--- src/rtl/seg7_scan_controller.sv ---
// Time-multiplexed hex 7-segment scanner with double-buffered display value,
// leading-zero blanking, per-digit enables and PWM brightness.
module seg7_scan_controller #(
  parameter int unsigned NUM_DIGITS = 4,
  parameter int unsigned CLK_DIV    = 50000,
  parameter int unsigned DUTY_BITS  = 4,
  parameter bit          ACTIVE_LOW = 1'b1
) (
  input  logic                    clk,
  input  logic                    reset,
  input  logic [4*NUM_DIGITS-1:0] value,
  input  logic                    load,
  input  logic [NUM_DIGITS-1:0]   dp_in,
  input  logic [NUM_DIGITS-1:0]   digit_en,
  input  logic                    blank_lz,
  input  logic [DUTY_BITS-1:0]    brightness,
  output logic [6:0]              seg,
  output logic                    dp,
  output logic [NUM_DIGITS-1:0]   AN,
  output logic                    frame_tick
);

  localparam int unsigned PW = (CLK_DIV > 1) ? $clog2(CLK_DIV) : 1;
  localparam int unsigned IW = $clog2(NUM_DIGITS);

  logic [PW-1:0]           pcnt_q, pcnt_d;
  logic [IW-1:0]           idx_q, idx_d;
  logic [DUTY_BITS-1:0]    dcnt_q, dcnt_d;
  logic                    pend_q, pend_d;
  logic [4*NUM_DIGITS-1:0] pend_val_q, pend_val_d;
  logic [NUM_DIGITS-1:0]   pend_dp_q, pend_dp_d;
  logic [4*NUM_DIGITS-1:0] disp_val_q, disp_val_d;
  logic [NUM_DIGITS-1:0]   disp_dp_q, disp_dp_d;
  logic                    tick_q, tick_d;
  logic [NUM_DIGITS-1:0]   an_q, an_d;
  logic [6:0]              seg_q, seg_d;
  logic                    dp_q, dp_d;

  logic                  pcnt_wrap, frame_wrap;
  logic [3:0]            cur_nib;
  logic                  cur_dp, cur_en, cur_blank, zero_above, lit;
  logic [NUM_DIGITS-1:0] an_act;
  logic [6:0]            seg_act;

  function automatic logic [6:0] hex_decode(input logic [3:0] n);
    case (n)
      4'h0: hex_decode = 7'h7E;
      4'h1: hex_decode = 7'h30;
      4'h2: hex_decode = 7'h6D;
      4'h3: hex_decode = 7'h79;
      4'h4: hex_decode = 7'h33;
      4'h5: hex_decode = 7'h5B;
      4'h6: hex_decode = 7'h5F;
      4'h7: hex_decode = 7'h70;
      4'h8: hex_decode = 7'h7F;
      4'h9: hex_decode = 7'h7B;
      4'hA: hex_decode = 7'h77;
      4'hB: hex_decode = 7'h1F;
      4'hC: hex_decode = 7'h4E;
      4'hD: hex_decode = 7'h3D;
      4'hE: hex_decode = 7'h4F;
      default: hex_decode = 7'h47;
    endcase
  endfunction

  always_comb begin
    pcnt_wrap  = (pcnt_q == PW'(CLK_DIV - 1));
    frame_wrap = pcnt_wrap && (idx_q == IW'(NUM_DIGITS - 1));
    pcnt_d     = pcnt_wrap ? '0 : pcnt_q + 1'b1;
    idx_d      = idx_q;
    if (pcnt_wrap) idx_d = frame_wrap ? '0 : idx_q + 1'b1;
    dcnt_d     = dcnt_q + 1'b1;
    tick_d     = frame_wrap;

    pend_d     = pend_q;
    pend_val_d = pend_val_q;
    pend_dp_d  = pend_dp_q;
    disp_val_d = disp_val_q;
    disp_dp_d  = disp_dp_q;
    // A load coinciding with the wrap bypasses pending straight into the display.
    if (frame_wrap) begin
      pend_d = 1'b0;
      if (load) begin
        disp_val_d = value;
        disp_dp_d  = dp_in;
      end else if (pend_q) begin
        disp_val_d = pend_val_q;
        disp_dp_d  = pend_dp_q;
      end
    end else if (load) begin
      pend_d     = 1'b1;
      pend_val_d = value;
      pend_dp_d  = dp_in;
    end
  end

  // Walk digits from the most significant down so zero_above covers N-1..i.
  always_comb begin
    zero_above = 1'b1;
    cur_nib    = '0;
    cur_dp     = 1'b0;
    cur_en     = 1'b0;
    cur_blank  = 1'b0;
    for (int unsigned k = 0; k < NUM_DIGITS; k++) begin
      zero_above = zero_above && (disp_val_q[4*(NUM_DIGITS-1-k) +: 4] == 4'h0);
      if (idx_q == IW'(NUM_DIGITS - 1 - k)) begin
        cur_nib   = disp_val_q[4*(NUM_DIGITS-1-k) +: 4];
        cur_dp    = disp_dp_q[NUM_DIGITS-1-k];
        cur_en    = digit_en[NUM_DIGITS-1-k];
        cur_blank = blank_lz && zero_above && (k != NUM_DIGITS - 1);
      end
    end
  end

  always_comb begin
    lit     = cur_en && (dcnt_q < brightness);
    an_act  = (lit && (pcnt_q != '0)) ? (NUM_DIGITS'(1) << idx_q) : '0;
    seg_act = (lit && !cur_blank) ? hex_decode(cur_nib) : '0;
    an_d    = ACTIVE_LOW ? ~an_act : an_act;
    seg_d   = ACTIVE_LOW ? ~seg_act : seg_act;
    dp_d    = ACTIVE_LOW ? ~(lit && cur_dp) : (lit && cur_dp);
  end

  always_ff @(posedge clk or negedge reset) begin
    if (!reset) begin
      pcnt_q     <= '0;
      idx_q      <= '0;
      dcnt_q     <= '0;
      pend_q     <= 1'b0;
      pend_val_q <= '0;
      pend_dp_q  <= '0;
      disp_val_q <= '0;
      disp_dp_q  <= '0;
      tick_q     <= 1'b0;
      an_q       <= ACTIVE_LOW ? '1 : '0;
      seg_q      <= ACTIVE_LOW ? '1 : '0;
      dp_q       <= ACTIVE_LOW;
    end else begin
      pcnt_q     <= pcnt_d;
      idx_q      <= idx_d;
      dcnt_q     <= dcnt_d;
      pend_q     <= pend_d;
      pend_val_q <= pend_val_d;
      pend_dp_q  <= pend_dp_d;
      disp_val_q <= disp_val_d;
      disp_dp_q  <= disp_dp_d;
      tick_q     <= tick_d;
      an_q       <= an_d;
      seg_q      <= seg_d;
      dp_q       <= dp_d;
    end
  end

  assign seg        = seg_q;
  assign dp         = dp_q;
  assign AN         = an_q;
  assign frame_tick = tick_q;

endmodule

--- config.mk ---
export PLATFORM = sky130hd
export DESIGN_NAME = seg7_scan_controller
export DESIGN_NICKNAME = d
export VERILOG_FILES = /design/src/rtl/seg7_scan_controller.sv
export SDC_FILE = /design/constraint.sdc
export NUM_CORES = 1
export LEC_CHECK = 0
export ABC_AREA = 0
export BUFFER_PORTS_ARGS = -buffer_cell sky130_fd_sc_hd__buf_2
export CAP_MARGIN = 15
export CORE_MARGIN = 5
export CORE_UTILIZATION = 45
export CTS_CLUSTER_SIZE = 16
export DETAILED_ROUTE_END_ITERATION = 16
export GPL_TIMING_DRIVEN = 0
export PLACE_DENSITY_LB_ADDON = 0.05
export SLEW_MARGIN = 20
export SYNTH_ARGS = -nofsm -noshare
export SYNTH_HDL_FRONTEND = slang
export SYNTH_SLANG_ARGS = --single-unit
--- constraint.sdc ---
create_clock -name clk -period 6.6 [get_ports clk]
set_input_delay 0.99 -clock clk [delete_from_list [all_inputs] [get_ports clk]]
set_output_delay 0.99 -clock clk [all_outputs]
set_load 0.02 [all_outputs]
* After elaboration in Yosys (flattened, before gate mapping)
Memories as Yosys holds them, arrays and structs flattened. Cells that the tools add are included.
Operators by class: add/subtract/negate cells 3, shift operators 1, div/mod/pow operators 0, bitwise gates (word level) 4, multiplexer cells 26, equality and inequality tests 4, reduce and logical (&&, ||, !) cells 20, order comparisons 1, multipliers 0
Operators with widths (count):
- $mux W16 | 3
- $mux W4 | 7
- $add A16 B1 Y16 const B | 1
- $eq A16 B16 Y1 const B | 1
- $reduce_bool A16 Y1 | 1
- $mux W1 | 14
- $logic_not A4 Y1 | 3
- $logic_and A1 B1 Y1 | 10
- $mux W7 | 1
- $not A7 Y7 | 1
- $add A4 B1 Y4 const B | 1
- $eq A2 B2 Y1 const B | 2
- $lt A4 B4 Y1 | 1
- $not A4 Y4 | 1
- $reduce_and A2 Y1 | 2
- $reduce_bool A2 Y1 | 2
- $shl A1 B2 Y4 const A | 1
- $add A2 B1 Y2 const B | 1
- $eq A2 B1 Y1 const B | 1
- $logic_not A2 Y1 | 1
- $mux W2 | 1
- $not A1 Y1 | 2
- $logic_not A1 Y1 | 1
Storage, ports and cells: latch bits 0, word-level logic and storage cells 72, bits in read-only memories 112, output and inout port bits 13, register bits 76, memories 1, RAM bits 0, input bits 32
Memories:
- (no name shown) | depth 16, bits a word 7, read ports 1, clocked after Yosys merged registers in 0, write ports 0, RTL line 46 | case (n)

* Depth between registers and ports, before layout
Gate-level depths: netlist of the first run.
depth in word-level cells 10, depth in mapped cells 12

* Worst setup path before layout of the first run
Ideal clock, no wire load.
kind register -> register, start register idx_q[0], end register seg_q[6] (netlist: seg[6]), setup slack 4.108 ns, library setup time 0.107 ns, data required time 6.493 ns, period minus slack after synthesis 2.492 ns, stages on the path, launching flop included 11, arrival time 2.385 ns, cell sequence dfrtp_1 > inv_1 > ha_1 > buf_2 > nor2b_1 > a221o_1 > a22oi_1 > inv_1 > ha_1 > a2111oi_0 > a22oi_1
On the way: longest elaborated chain between the ends 9, elaborated cells on any way between the ends 22, classes of those cells eq/ne: 3; mux: 13; bitwise: 1; reduce/logical: 4; memory: 1
RTL lines:
- start: declaration | RTL line 27 | logic [IW-1:0] idx_q, idx_d;
- start signal: assignment | RTL line 140 | idx_q <= idx_d;
- branches (longest 7 deep; another with $mem_v2 Z16 W7)
- $mux W7 (*) | RTL line 118 | seg_act = (lit && !cur_blank) ? hex_decode(cur_nib) : '0;
- $not A7 Y7 (*) | RTL line 120 | seg_d = ACTIVE_LOW ? ~seg_act : seg_act;
- net seg_d[6] | RTL line 36 | logic [6:0] seg_q, seg_d;
- end signal: assignment | RTL line 136 | seg_q <= ACTIVE_LOW ? '1 : '0;
- end signal: assignment | RTL line 149 | seg_q <= seg_d;
- end: declaration | RTL line 36
Mark *: on every way through the listed nets, which the timed path passes. A chain may end at the register's enable or synchronous reset.

* Worst setup path after layout of the first run
Ends and elaborated chain as after synthesis.

==> summary.txt, run 1 <==
=================================================================================
Wire length of the first global-routing pass                            12,900 µm
Final Max Slew Viols                                                            0
Yosys reg bits                                                                 76
Clock buffer depth                                                              2
Post-Place Setup Slack                                                    3.57 ns
Number of global-route vias before repair                                   2,557
Clock H-tree levels                                                             3
Worst R2R Setup Slack                                                     3.55 ns
Setup slack after layout                                                  3.55 ns
Hold-fix buffer count after cts                                                 0
Result of the run                                                    finished, final reports clean
Rel. slew slack                                                             52.8%
Final worst path period share                                               46.2%
Initial Utilization                                                         46.7%
Actual slew at the worst max-slew pin                                    0.703 ns
Placed instance count                                                         465
Cell variety after synth                                                       49
I/O pin total                                                                  45
Post-layout total power                                                  0.979 mW
Multi-input gate area                                                    1850 µm²
Final ANT Viol Nets                                                             0
Post-CTS repair timing setup buffer count                                       0
Largest net degree at the start of global routing                              43
Largest driver fanout on the critical path                                     10
Mean Syn Cell Area                                                       12.3 µm²
Top achievable clock speed                                              0.328 GHz
Final sum of negative setup slack                                            0 ns
Floorplan die width                                                        103 µm
Leakage component of the power                                            2.13 nW
GRT Util Overall                                                            15.9%
Core area                                                                8300 µm²
Post-Synthesis Net Count                                                      363
Share of layout cells above drive strength 1                                37.6%
Worst clock skew                                                       0.00663 ns
Max-cap violations                                                              0
Fraction of registers with async set or reset after synthesis                100%
CTS tree                                                                      yes
Clock insertion delay at the later pin of the skew report                 0.35 ns
Power density normalized to cell area                                  218 nW/µm²
Number of DRC markers after the initial detailed-route iteration               60
Worst flop-to-flop path startpoint                                       idx_q[0]
Setup repair after global routing missed its margin                            no
Final estimated routing congestion in global placement                      0.774
Count of endpoints failing setup in the final report                            0
HP Class                                                                  reg2reg
CP Launch Type                                                          flip-flop
Count of antenna diodes in the layout                                           0
Number of synthesized flops with an enable pin                                  0
Flip-flop and latch area                                                 1920 µm²
Hold worst-path end                                                     dcnt_q[0]
Half-perimeter wire length of the detailed placement result               5580 µm
Synth Cell Area                                                          3880 µm²
Final Hold Violating Endpoints                                                  0
IR drop worst, VDD                                                       0.110 mV
Gate count after technology mapping                                           315
Most numerous cell in the Yosys netlist                                   dfrtp_1
Required time worst endpoint                                              6.83 ns
Worst endpoint data arrival time                                          3.28 ns
Routed length per placed instance                                         16.0 µm
Number of detailed-routing iterations run before antenna repair                 4
DRC Markers                                                                     0
Number of standard-cell rows in the floorplan                                  33
Share of the core filled with cells                                         54.1%
Area fraction of the dominant cell type after synthesis                     41.3%
Layout Area Growth over Synthesis                                           15.8%
Synthesis Warnings                                                              0
Hold Path Depth                                                                 1
Height of the chip                                                         103 µm
Overall overflow remaining after global route                                   0
Num CTS Buffers                                                                 9
Vias/cell                                                                    5.29
Crit Path Category                                                        reg2reg
Root buffer cell                                                         clkbuf_8
R2R cell count                                                                 10
Post-Layout Cell Count                                                        480
Top cells by area in the synthesized netlist                         dfrtp_1, mux2_2, dfstp_2, mux2_4, ha_1
Initial antenna violation count                                                 0
Final layout net count                                                        419
Area post-placement                                                      4250 µm²
Reg clk slew, reported paths                                              0.08 ns
Vias post-DR                                                                2,540
Launch instance of the worst min-delay path                             dcnt_q[0]
Clock period minus final worst setup slack                                3.05 ns
Sequential share of the synthesized area                                    49.4%
Finished layout cell area                                                4490 µm²
Main flop type after synthesis                                            dfrtp_1
Terminus of the critical flop-to-flop path                                 seg[6]
Count of fill cells added during filler insertion                             733
Number of resized instances in the post-cts repair step                         0
Count of input and output buffers                                              44
Detailed Route WL                                                         7700 µm
Library cell occupying the most area in the post-synthesis netlist        dfrtp_1
Top cells by instance count after synthesis                          dfrtp_1, mux2_2, nand2_1, mux2_4, ha_1
Hold slack final                                                         0.482 ns
CP Capture Type                                                         flip-flop
Launching element of the worst setup path                                idx_q[0]
Count of clock tree sinks                                                      76
Floorplan die area                                                     10,600 µm²
=================================================================================
worst max-delay path: stages (launching register included):
cell and delay [ns]:
dfrtp_1 0.42, inv_1 0.12, ha_1 0.15, buf_2 0.22
nor2b_1 0.14, a221o_1 0.32, a22oi_1 0.55, inv_1 0.18
ha_1 0.30, a2111oi_0 0.39, a22oi_1 0.14
layout by cell type (no fill, tap or decap), types with 6 or more instances in the layout:
cell,count
nand2_1,19
buf_2,45
a21oi_1,10
mux2i_1,10
clkbuf_8,10
nand3_1,9
xnor2_1,7
ha_1,16
nor3_1,6
mux2_2,41
dfstp_2,12
xor2_1,9
nor2_1,14
inv_1,12
o21ai_0,9
dfrtp_1,64
mux2_4,18
registers in the layout (all words and copies together), names as in the netlist:
register,count
AN,4
dcnt_q,4
disp_dp_q,4
disp_val_q,16
dp,1
frame_tick,1
idx_q,2
pcnt_q,16
pend_dp_q,4
pend_q,1
pend_val_q,16
seg,7
logic make-up after synthesis:
family | Yosys count | share of synthesized area [%]
buffers and inverters | 23 | 2.90
multiplexers | 69 | 21.5
AO/OA/AOI/OAI | 40 | 7.07
adder cells (fa/ha/maj) | 16 | 5.16
AND/OR/NAND/NOR | 75 | 10.4
flip-flops | 76 | 49.4
XOR/XNOR | 16 | 3.61
power breakdown:
group / internal (mW) / switching [mW]
clock: 0.260 / 0.164
combinational: 0.0347 / 0.0330
sequential: 0.482 / 0.00553
total: 0.777 / 0.202
worst max path at each step:
stage             end  slack, ns  cells past startpoint
4_1_cts        seg[6]       3.55                     10
3_5_place_dp   seg[6]       3.57                     10
3_3_place_gp   seg[6]       3.61                     10
5_1_grt        seg[6]       3.15                     10
6_report       seg[6]       3.55                     10
2_1_floorplan  seg[6]       4.11                     10
metal layers:
| metal | vias up | GRT usage [%] | wire length, µm |
|---|---|---|---|
| met1 | 1233 | 21.9 | 3700 |
| li1 | 1251 | - | - |
| met3 | 5 | 5.62 | 407 |
| met2 | 51 | 23.8 | 3530 |
| met5 | - | 0 | 0 |
| met4 | 0 | 4.58 | 59 |
layout make-up:
type | count | share of cell area (%)
sequential | 76 | 42.7
inverter | 12 | 1.00
tap | 105 | 2.93
timing repair buffer | 45 | 5.41
multi-input combinational | 216 | 41.2
clock inverter | 4 | 2.17
clock buffer | 11 | 3.15
buffer | 11 | 1.50
No activity file was read; power rests on OpenSTA's default activity.
==> run 2, diff against run 1 <==
--- a/config.mk
+++ b/config.mk
@@ -5,7 +5,7 @@
 export SDC_FILE = /design/constraint.sdc
 export NUM_CORES = 1
 export LEC_CHECK = 0
-export ABC_AREA = 0
+export ABC_AREA = 1
 export BUFFER_PORTS_ARGS = -buffer_cell sky130_fd_sc_hd__buf_2
 export CAP_MARGIN = 15
 export CORE_MARGIN = 5
==> constraint.sdc (replaced) <==
create_clock -name clk -period 2.65 [get_ports clk]
set_input_delay 0.3975 -clock clk [delete_from_list [all_inputs] [get_ports clk]]
set_output_delay 0.3975 -clock clk [all_outputs]
set_load 0.02 [all_outputs]
==> run 2 against run 1 <==
Compared with the run above: non-clock buffer count grew 5; clock power grew to 2.6 times the previous value; area after synthesis grew 5.4%; maximum frequency grew 37%; worst hold slack lost 0.19 ns; setup slack lost 3.1 ns; largest power group unchanged.
==> summary.txt, run 2 <==
=================================================================================
Worst R2R Setup Slack                                                     0.42 ns   -3.13 ns
Core area                                                                8810 µm²   +6.1%
Leakage component of the power                                            2.54 nW   +19%
Post-CTS repair timing setup buffer count                                       0   unchanged
Layout Area Growth over Synthesis                                           15.7%
Final estimated routing congestion in global placement                      0.904   +17%
Hold-fix buffer count after cts                                                 1   +1
Rel. slew slack                                                             63.9%   +11 points
CP Capture Type                                                         flip-flop
Gate count after technology mapping                                           501   +59%
Sequential power share                                                      48.7%   -1.1 points
Hold worst-path end                                                  pend_val_q[13]
Initial Utilization                                                         46.4%   -0.32 points
Floorplan die width                                                        105 µm   +2.4%
Final ANT Viol Nets                                                             0   unchanged
Synthesis Warnings                                                              0   unchanged
Met2 Track Usage GR                                                         27.6%   +3.8 points
Detailed Route WL                                                         8860 µm   +15%
Setup repair after global routing missed its margin                            no
Top cells by area in the synthesized netlist                         dfrtp_1, nand2_1, dfstp_2, nand3_1, mux2_2
Height of the chip                                                         105 µm   +2.4%
I/O pin total                                                                  45   unchanged
Overall overflow remaining after global route                                   0   unchanged
DRC Markers                                                                     0   unchanged
Final worst path period share                                               84.1%   +38 points
Final Max Slew Viols                                                            0   unchanged
R2R cell count                                                                 12   +2
Commonest cells after routing, fill and taps aside                   nand2_1, dfrtp_1, nand3_1
Number of synthesized flops with an enable pin                                  0   unchanged
Vias/cell                                                                    4.93   -6.8%
Max-cap violations                                                              0   unchanged
Share of the core filled with cells                                         53.7%   -0.43 points
Sequential share of the synthesized area                                    46.9%   -2.5 points
Number of global-route vias before repair                                   3,362   +31%
Initial antenna violation count                                                 0   unchanged
Routing usage on met3                                                       2.69%   -2.9 points
Result of the run                                                    finished, final reports clean
IR drop worst, VDD                                                       0.270 mV   +140%
Number of resized instances in the post-cts repair step                         0   unchanged
Count of endpoints failing setup in the final report                            0   unchanged
Switching part of the total power                                           22.0%   +1.3 points
Setup slack after layout                                                 0.421 ns   -3.13 ns
Clock period minus final worst setup slack                                2.23 ns   -0.820 ns
Vias post-DR                                                                3,304   +30%
CTS tree                                                                      yes
Internal                                                                  1.98 mW   +160%
Worst endpoint data arrival time                                          2.47 ns   -0.81 ns
Yosys reg bits                                                                 76   unchanged
CP Launch Type                                                          flip-flop
Finished layout cell area                                                4730 µm²   +5.3%
Required time worst endpoint                                              2.89 ns   -3.94 ns
GRT Util Overall                                                            17.2%   +1.3 points
Num CTS Buffers                                                                 9   unchanged
Floorplan die area                                                     11,100 µm²   +4.9%
Actual slew at the worst max-slew pin                                    0.541 ns   -0.161 ns
Placed instance count                                                         653   +40%
Count of fill cells added during filler insertion                             858   +17%
Commonest non-fill, non-tap cell in the layout                            nand2_1
Hold slack final                                                         0.290 ns   -0.192 ns
Worst flop-to-flop path startpoint                                       idx_q[0]
Terminus of the critical flop-to-flop path                                 seg[0]
Root buffer cell                                                         clkbuf_8
Power density normalized to cell area                                  538 nW/µm²   +150%
Clock buffer depth                                                              2   unchanged
Hold Path Depth                                                                 3   +2
Number of detailed-routing iterations run before antenna repair                 4   unchanged
Largest net degree at the start of global routing                              50   +16%
Top cells by instance count after synthesis                          nand2_1, dfrtp_1, nand3_1, inv_1, nor2_1
Area post-placement                                                      4470 µm²   +5.1%
Final sum of negative setup slack                                            0 ns   unchanged
Synth Cell Area                                                          4090 µm²   +5.4%
Number of standard-cell rows in the floorplan                                  34   +3.0%
GRT busiest layer                                                            met2
Count of antenna diodes in the layout                                           0   unchanged
Clock H-tree levels                                                             3   unchanged
Cell variety after synth                                                       36   -27%
Main flop type after synthesis                                            dfrtp_1
Number of DRC markers after the initial detailed-route iteration              117   +95%
Largest driver fanout on the critical path                                     10   unchanged
Half-perimeter wire length of the detailed placement result               6660 µm   +19%
Fraction of registers with async set or reset after synthesis                100%   unchanged
Count of clock tree sinks                                                      76   unchanged
Post-layout total power                                                   2.54 mW   +160%
Met1 track demand over resource in global routing                           23.1%   +1.2 points
Final layout net count                                                        605   +44%
Clock group share of total power                                            42.7%   -0.6 points
Clock insertion delay at the later pin of the skew report                 0.34 ns   about the same
Library cell occupying the most area in the post-synthesis netlist        dfrtp_1
Top achievable clock speed                                              0.449 GHz   +37%
Wire length of the first global-routing pass                            15,700 µm   +22%
Reg clk slew, reported paths                                              0.08 ns   about the same
Routed length per placed instance                                         13.2 µm   -18%
Post-Synthesis Net Count                                                      549   +51%
Leading registers by flop count                                      disp_val_q x16, pcnt_q x16, pend_val_q x16
Post-Place Setup Slack                                                   0.432 ns   -3.14 ns
Launch instance of the worst min-delay path                             value[13]
Count of input and output buffers                                              43   -2.3%
Comb pwr share                                                               8.6%   +1.7 points
Area fraction of the dominant cell type after synthesis                     39.2%   -2.1 points
HP Class                                                                   in2reg
Most numerous cell in the Yosys netlist                                   nand2_1
Post-Layout Cell Count                                                        670   +40%
Crit Path Category                                                        reg2reg
Share of layout cells above drive strength 1                                20.6%   -17 points
Mean Syn Cell Area                                                       8.16 µm²   -34%
Final Hold Violating Endpoints                                                  0   unchanged
Worst clock skew                                                       0.00751 ns   +0.000877 ns
Psw                                                                      0.559 mW   +180%
=================================================================================
run 2: worst max-delay path by stage:
stage / slack (ns) / cells after the start / startpoint / endpoint
2_1_floorplan: 0.71 / 12 / idx_q[0] / seg[3]
3_3_place_gp: 0.51 / 12 / idx_q[0] / seg[1]
3_5_place_dp: 0.43 / 12 / idx_q[0] / seg[0]
4_1_cts: 0.43 / 12 / idx_q[0] / seg[0]
5_1_grt: 0.19 / 12 / idx_q[0] / seg[1]
6_report: 0.42 / 12 / idx_q[0] / seg[0]
run 2: final cells by class:
type	count	area [µm²]	area share (%)
clock buffers	12	155	3.28
inverters	56	210	4.45
multi-input cells	353	1870	39.5
plain buffers	16	92.6	1.96
clock inverters	4	95.1	2.01
flip-flops and latches	76	1920	40.6
well taps	108	135	2.86
repair buffers	45	255	5.40
run 2: kinds of logic after synthesis:
kind of cell	count (synthesis)	share of synthesized area (%)
AO/OA/AOI/OAI	28	3.77
XOR/XNOR	6	1.29
adder cells (fa/ha/maj)	16	4.90
buffers and inverters	72	7.41
flip-flops	76	46.9
multiplexers	20	5.51
AND/OR/NAND/NOR	283	30.2
run 2: critical path, cell delays in order (launching register included):
cell and delay (ns):
dfrtp_1 0.42, inv_1 0.10, ha_1 0.14, buf_2 0.21, inv_1 0.12, or2_2 0.28
nand2_1 0.16, inv_1 0.12, ha_1 0.21, nand2_1 0.11, o21ai_0 0.10, nand2_1 0.07
nand3_1 0.08
run 2: layer usage:
layer,vias up,part of all wire (%)
met5,-,0
li1,1715,-
met1,1514,47
met2,63,46
met3,12,3.9
met4,0,2.2
run 2: power groups by stage:
stage | Sequential (mW) | Combinational, mW | Clock, mW
5_1_grt | 1.25 | 0.252 | 1.17
2_1_floorplan | 1.27 | 0.118 | 0
6_report | 1.24 | 0.219 | 1.09
3_5_place_dp | 1.26 | 0.221 | 0
4_1_cts | 1.24 | 0.224 | 1.12
3_3_place_gp | 1.26 | 0.213 | 0
==> run 3, diff against run 2 <==
--- a/config.mk
+++ b/config.mk
@@ -5,7 +5,7 @@
 export SDC_FILE = /design/constraint.sdc
 export NUM_CORES = 1
 export LEC_CHECK = 0
-export ABC_AREA = 1
+export ABC_AREA = 0
 export BUFFER_PORTS_ARGS = -buffer_cell sky130_fd_sc_hd__buf_2
 export CAP_MARGIN = 15
 export CORE_MARGIN = 5
==> constraint.sdc (replaced) <==
create_clock -name clk -period 2.15 [get_ports clk]
set_input_delay 0.3225 -clock clk [delete_from_list [all_inputs] [get_ports clk]]
set_output_delay 0.3225 -clock clk [all_outputs]
set_load 0.02 [all_outputs]
==> run 3 against run 2 <==
Compared with the run above: the run now ends with negative setup slack left; largest cell class is now multi-input gates; routed wire length down 11%; combinational power barely moved; worst hold slack worse by 0.069 ns; clock power is 6% higher.
==> summary.txt, run 3 (synthesis gave the netlist of run 1 again) <==
===============================================================================
Result of the run                                                  finished with violations
Violated checks                                                    negative setup slack
Core area                                                              8300 µm²   -5.8%
Floorplan die width                                                      103 µm   -2.3%
IR drop worst, VDD                                                     0.372 mV   +38%
I/O pin total                                                                45   unchanged
Root buffer cell                                                       clkbuf_8
CP Capture Type                                                       flip-flop
Number of global-route vias before repair                                 2,594   -23%
Required time worst endpoint                                            2.40 ns   -0.49 ns
Crit Path Category                                                      reg2reg
Share of layout cells above drive strength 1                              47.8%   +27 points
Post-Place Setup Slack                                                -0.442 ns   -0.873 ns
Area post-placement                                                    4360 µm²   -2.5%
Layout Area Growth over Synthesis                                         25.5%
Actual slew at the worst max-slew pin                                  0.659 ns   +0.118 ns
DRC Markers                                                                   0   unchanged
Setup slack after layout                                             -0.0807 ns   -0.502 ns
Initial antenna violation count                                               0   unchanged
Leakage component of the power                                          2.30 nW   -9.6%
Count of clock tree sinks                                                    76   unchanged
Clock H-tree levels                                                           3   unchanged
Clock period minus final worst setup slack                              2.23 ns   +0.00160 ns
Worst clock skew                                                     0.00695 ns   -0.000556 ns
Power density normalized to cell area                                589 nW/µm²   +9.5%
Largest net degree at the start of global routing                            56   +12%
Number of DRC markers after the initial detailed-route iteration             83   -29%
Count of endpoints failing setup in the final report                          4   +4
Final worst path period share                                              104%   +20 points
Final layout net count                                                      434   -28%
Max-cap violations                                                            0   unchanged
Post-layout total power                                                 2.87 mW   +13%
Final sum of negative setup slack                                     -0.234 ns   -0.234 ns
Routed length per placed instance                                       15.9 µm   +20%
HP Class                                                                 in2reg
GRT Util Overall                                                          16.2%   -1.1 points
Finished layout cell area                                              4870 µm²   +3.0%
Reg clk slew, reported paths                                            0.08 ns   about the same
Height of the chip                                                       103 µm   -2.3%
Final Max Slew Viols                                                          0   unchanged
Leading registers by flop count                                    disp_val_q x16, pcnt_q x16, pend_val_q x16
Num CTS Buffers                                                               9   unchanged
Clock group share of total power                                          40.2%   -2.5 points
Switching part of the total power                                         21.8%   -0.23 points
Clock buffer depth                                                            2   unchanged
Overall overflow remaining after global route                                 0   unchanged
Count of input and output buffers                                            44   +2.3%
Wire length of the first global-routing pass                          13,100 µm   -17%
Detailed Route WL                                                       7900 µm   -11%
Number of standard-cell rows in the floorplan                                33   -2.9%
CTS tree                                                                    yes
Commonest cells after routing, fill and taps aside                 dfrtp_1, buf_2, mux2_2
Internal                                                                2.24 mW   +13%
Final estimated routing congestion in global placement                    0.779   -14%
Commonest non-fill, non-tap cell in the layout                          dfrtp_1
Comb pwr share                                                             7.5%   -1.1 points
Floorplan die area                                                   10,600 µm²   -4.6%
Vias/cell                                                                  5.20   +5.5%
CP Launch Type                                                        flip-flop
Largest driver fanout on the critical path                                    7   -3
Hold slack final                                                       0.221 ns   -0.0690 ns
Rel. slew slack                                                           56.1%   -7.8 points
Setup repair after global routing missed its margin                         yes
Half-perimeter wire length of the detailed placement result             5470 µm   -18%
Post-Layout Cell Count                                                      496   -26%
Count of antenna diodes in the layout                                         0   unchanged
Final ANT Viol Nets                                                           0   unchanged
Vias post-DR                                                              2,581   -22%
Number of detailed-routing iterations run before antenna repair               6   +2
Sequential power share                                                    52.2%   +3.5 points
Initial Utilization                                                       46.7%   +0.32 points
Final Hold Violating Endpoints                                                0   unchanged
Placed instance count                                                       465   -29%
Worst endpoint data arrival time                                        2.48 ns   about the same
Top achievable clock speed                                            0.448 GHz   about the same
Share of the core filled with cells                                       58.6%   +5.0 points
Clock insertion delay at the later pin of the skew report               0.34 ns   about the same
Psw                                                                    0.624 mW   +12%
===============================================================================
-- run 3: cell types whose count changed in the layout (fill, tap and decap cells not counted), sizes merged, moves of 4 or more --
cell	before	now
nor3	10	6
inv	56	12
buf	58	68
o21ai	14	9
nor2	29	14
mux2i	0	10
mux2	20	59
xnor2	1	7
xor2	5	9
o221ai	0	4
nand3	61	9
nor2b	0	4
nand2	171	19
-- run 3: power by group through the flow --
| stage | Combinational (mW) | Clock, mW | Sequential [mW] |
|---|---|---|---|
| after floorplan | 0.110 | 0 | 1.53 |
| after detailed placement | 0.217 | 0 | 1.52 |
| after CTS | 0.221 | 1.19 | 1.50 |
| after global placement | 0.209 | 0 | 1.52 |
| after global routing | 0.245 | 1.25 | 1.50 |
| final | 0.216 | 1.15 | 1.50 |
-- run 3: worst paths after layout --
check	from	end	slack [ns]	cells past startpoint
max in group asynchronous	reset	dp	1.15	3
setup reg to reg	idx_q[0]	seg[6]	-0.08	10
hold reg to reg	dcnt_q[0]	dcnt_q[0]	0.48	1
setup / recovery	idx_q[0]	seg[6]	-0.08	10
min in group asynchronous	reset	pcnt_q[5]	0.40	2
hold / removal	value[12]	pend_val_q[12]	0.22	2
-- run 3: what timing repair did --
action	CTS	global route
endpoints found under the setup margin	45	51
gates resized for setup	29	17
hold buffers	1	0
buffers inserted	9	6
endpoints found under the hold margin	10	0
pin swaps	14	10
-- run 3: layout make-up --
| class | instances | area (µm²) |
|---|---|---|
| tap | 105 | 131 |
| clock inverter | 5 | 76.3 |
| buffer | 10 | 90.1 |
| sequential | 76 | 1920 |
| multi-input combinational | 216 | 2080 |
| timing repair buffer | 61 | 389 |
| fill | 704 | 3430 |
| inverter | 12 | 50.0 |
| clock buffer | 11 | 131 |
-- run 3: worst max-delay path: stages (launching register included) --
cell	delay (ns)
dfrtp_2	0.47
ha_4	0.22
nor2b_4	0.14
a221o_1	0.30
a22oi_2	0.29
buf_4	0.19
ha_4	0.13
a21oi_1	0.03
o21ai_0	0.07
o22ai_1	0.09
a22oi_1	0.21
-- run 3: metal layers --
layer,vias up,track usage [%],wire [µm]
met1,1239,22.2,3890
met5,-,0,0
met3,11,3.52,302
met4,0,5.58,99
met2,44,25.5,3610
li1,1287,-,-
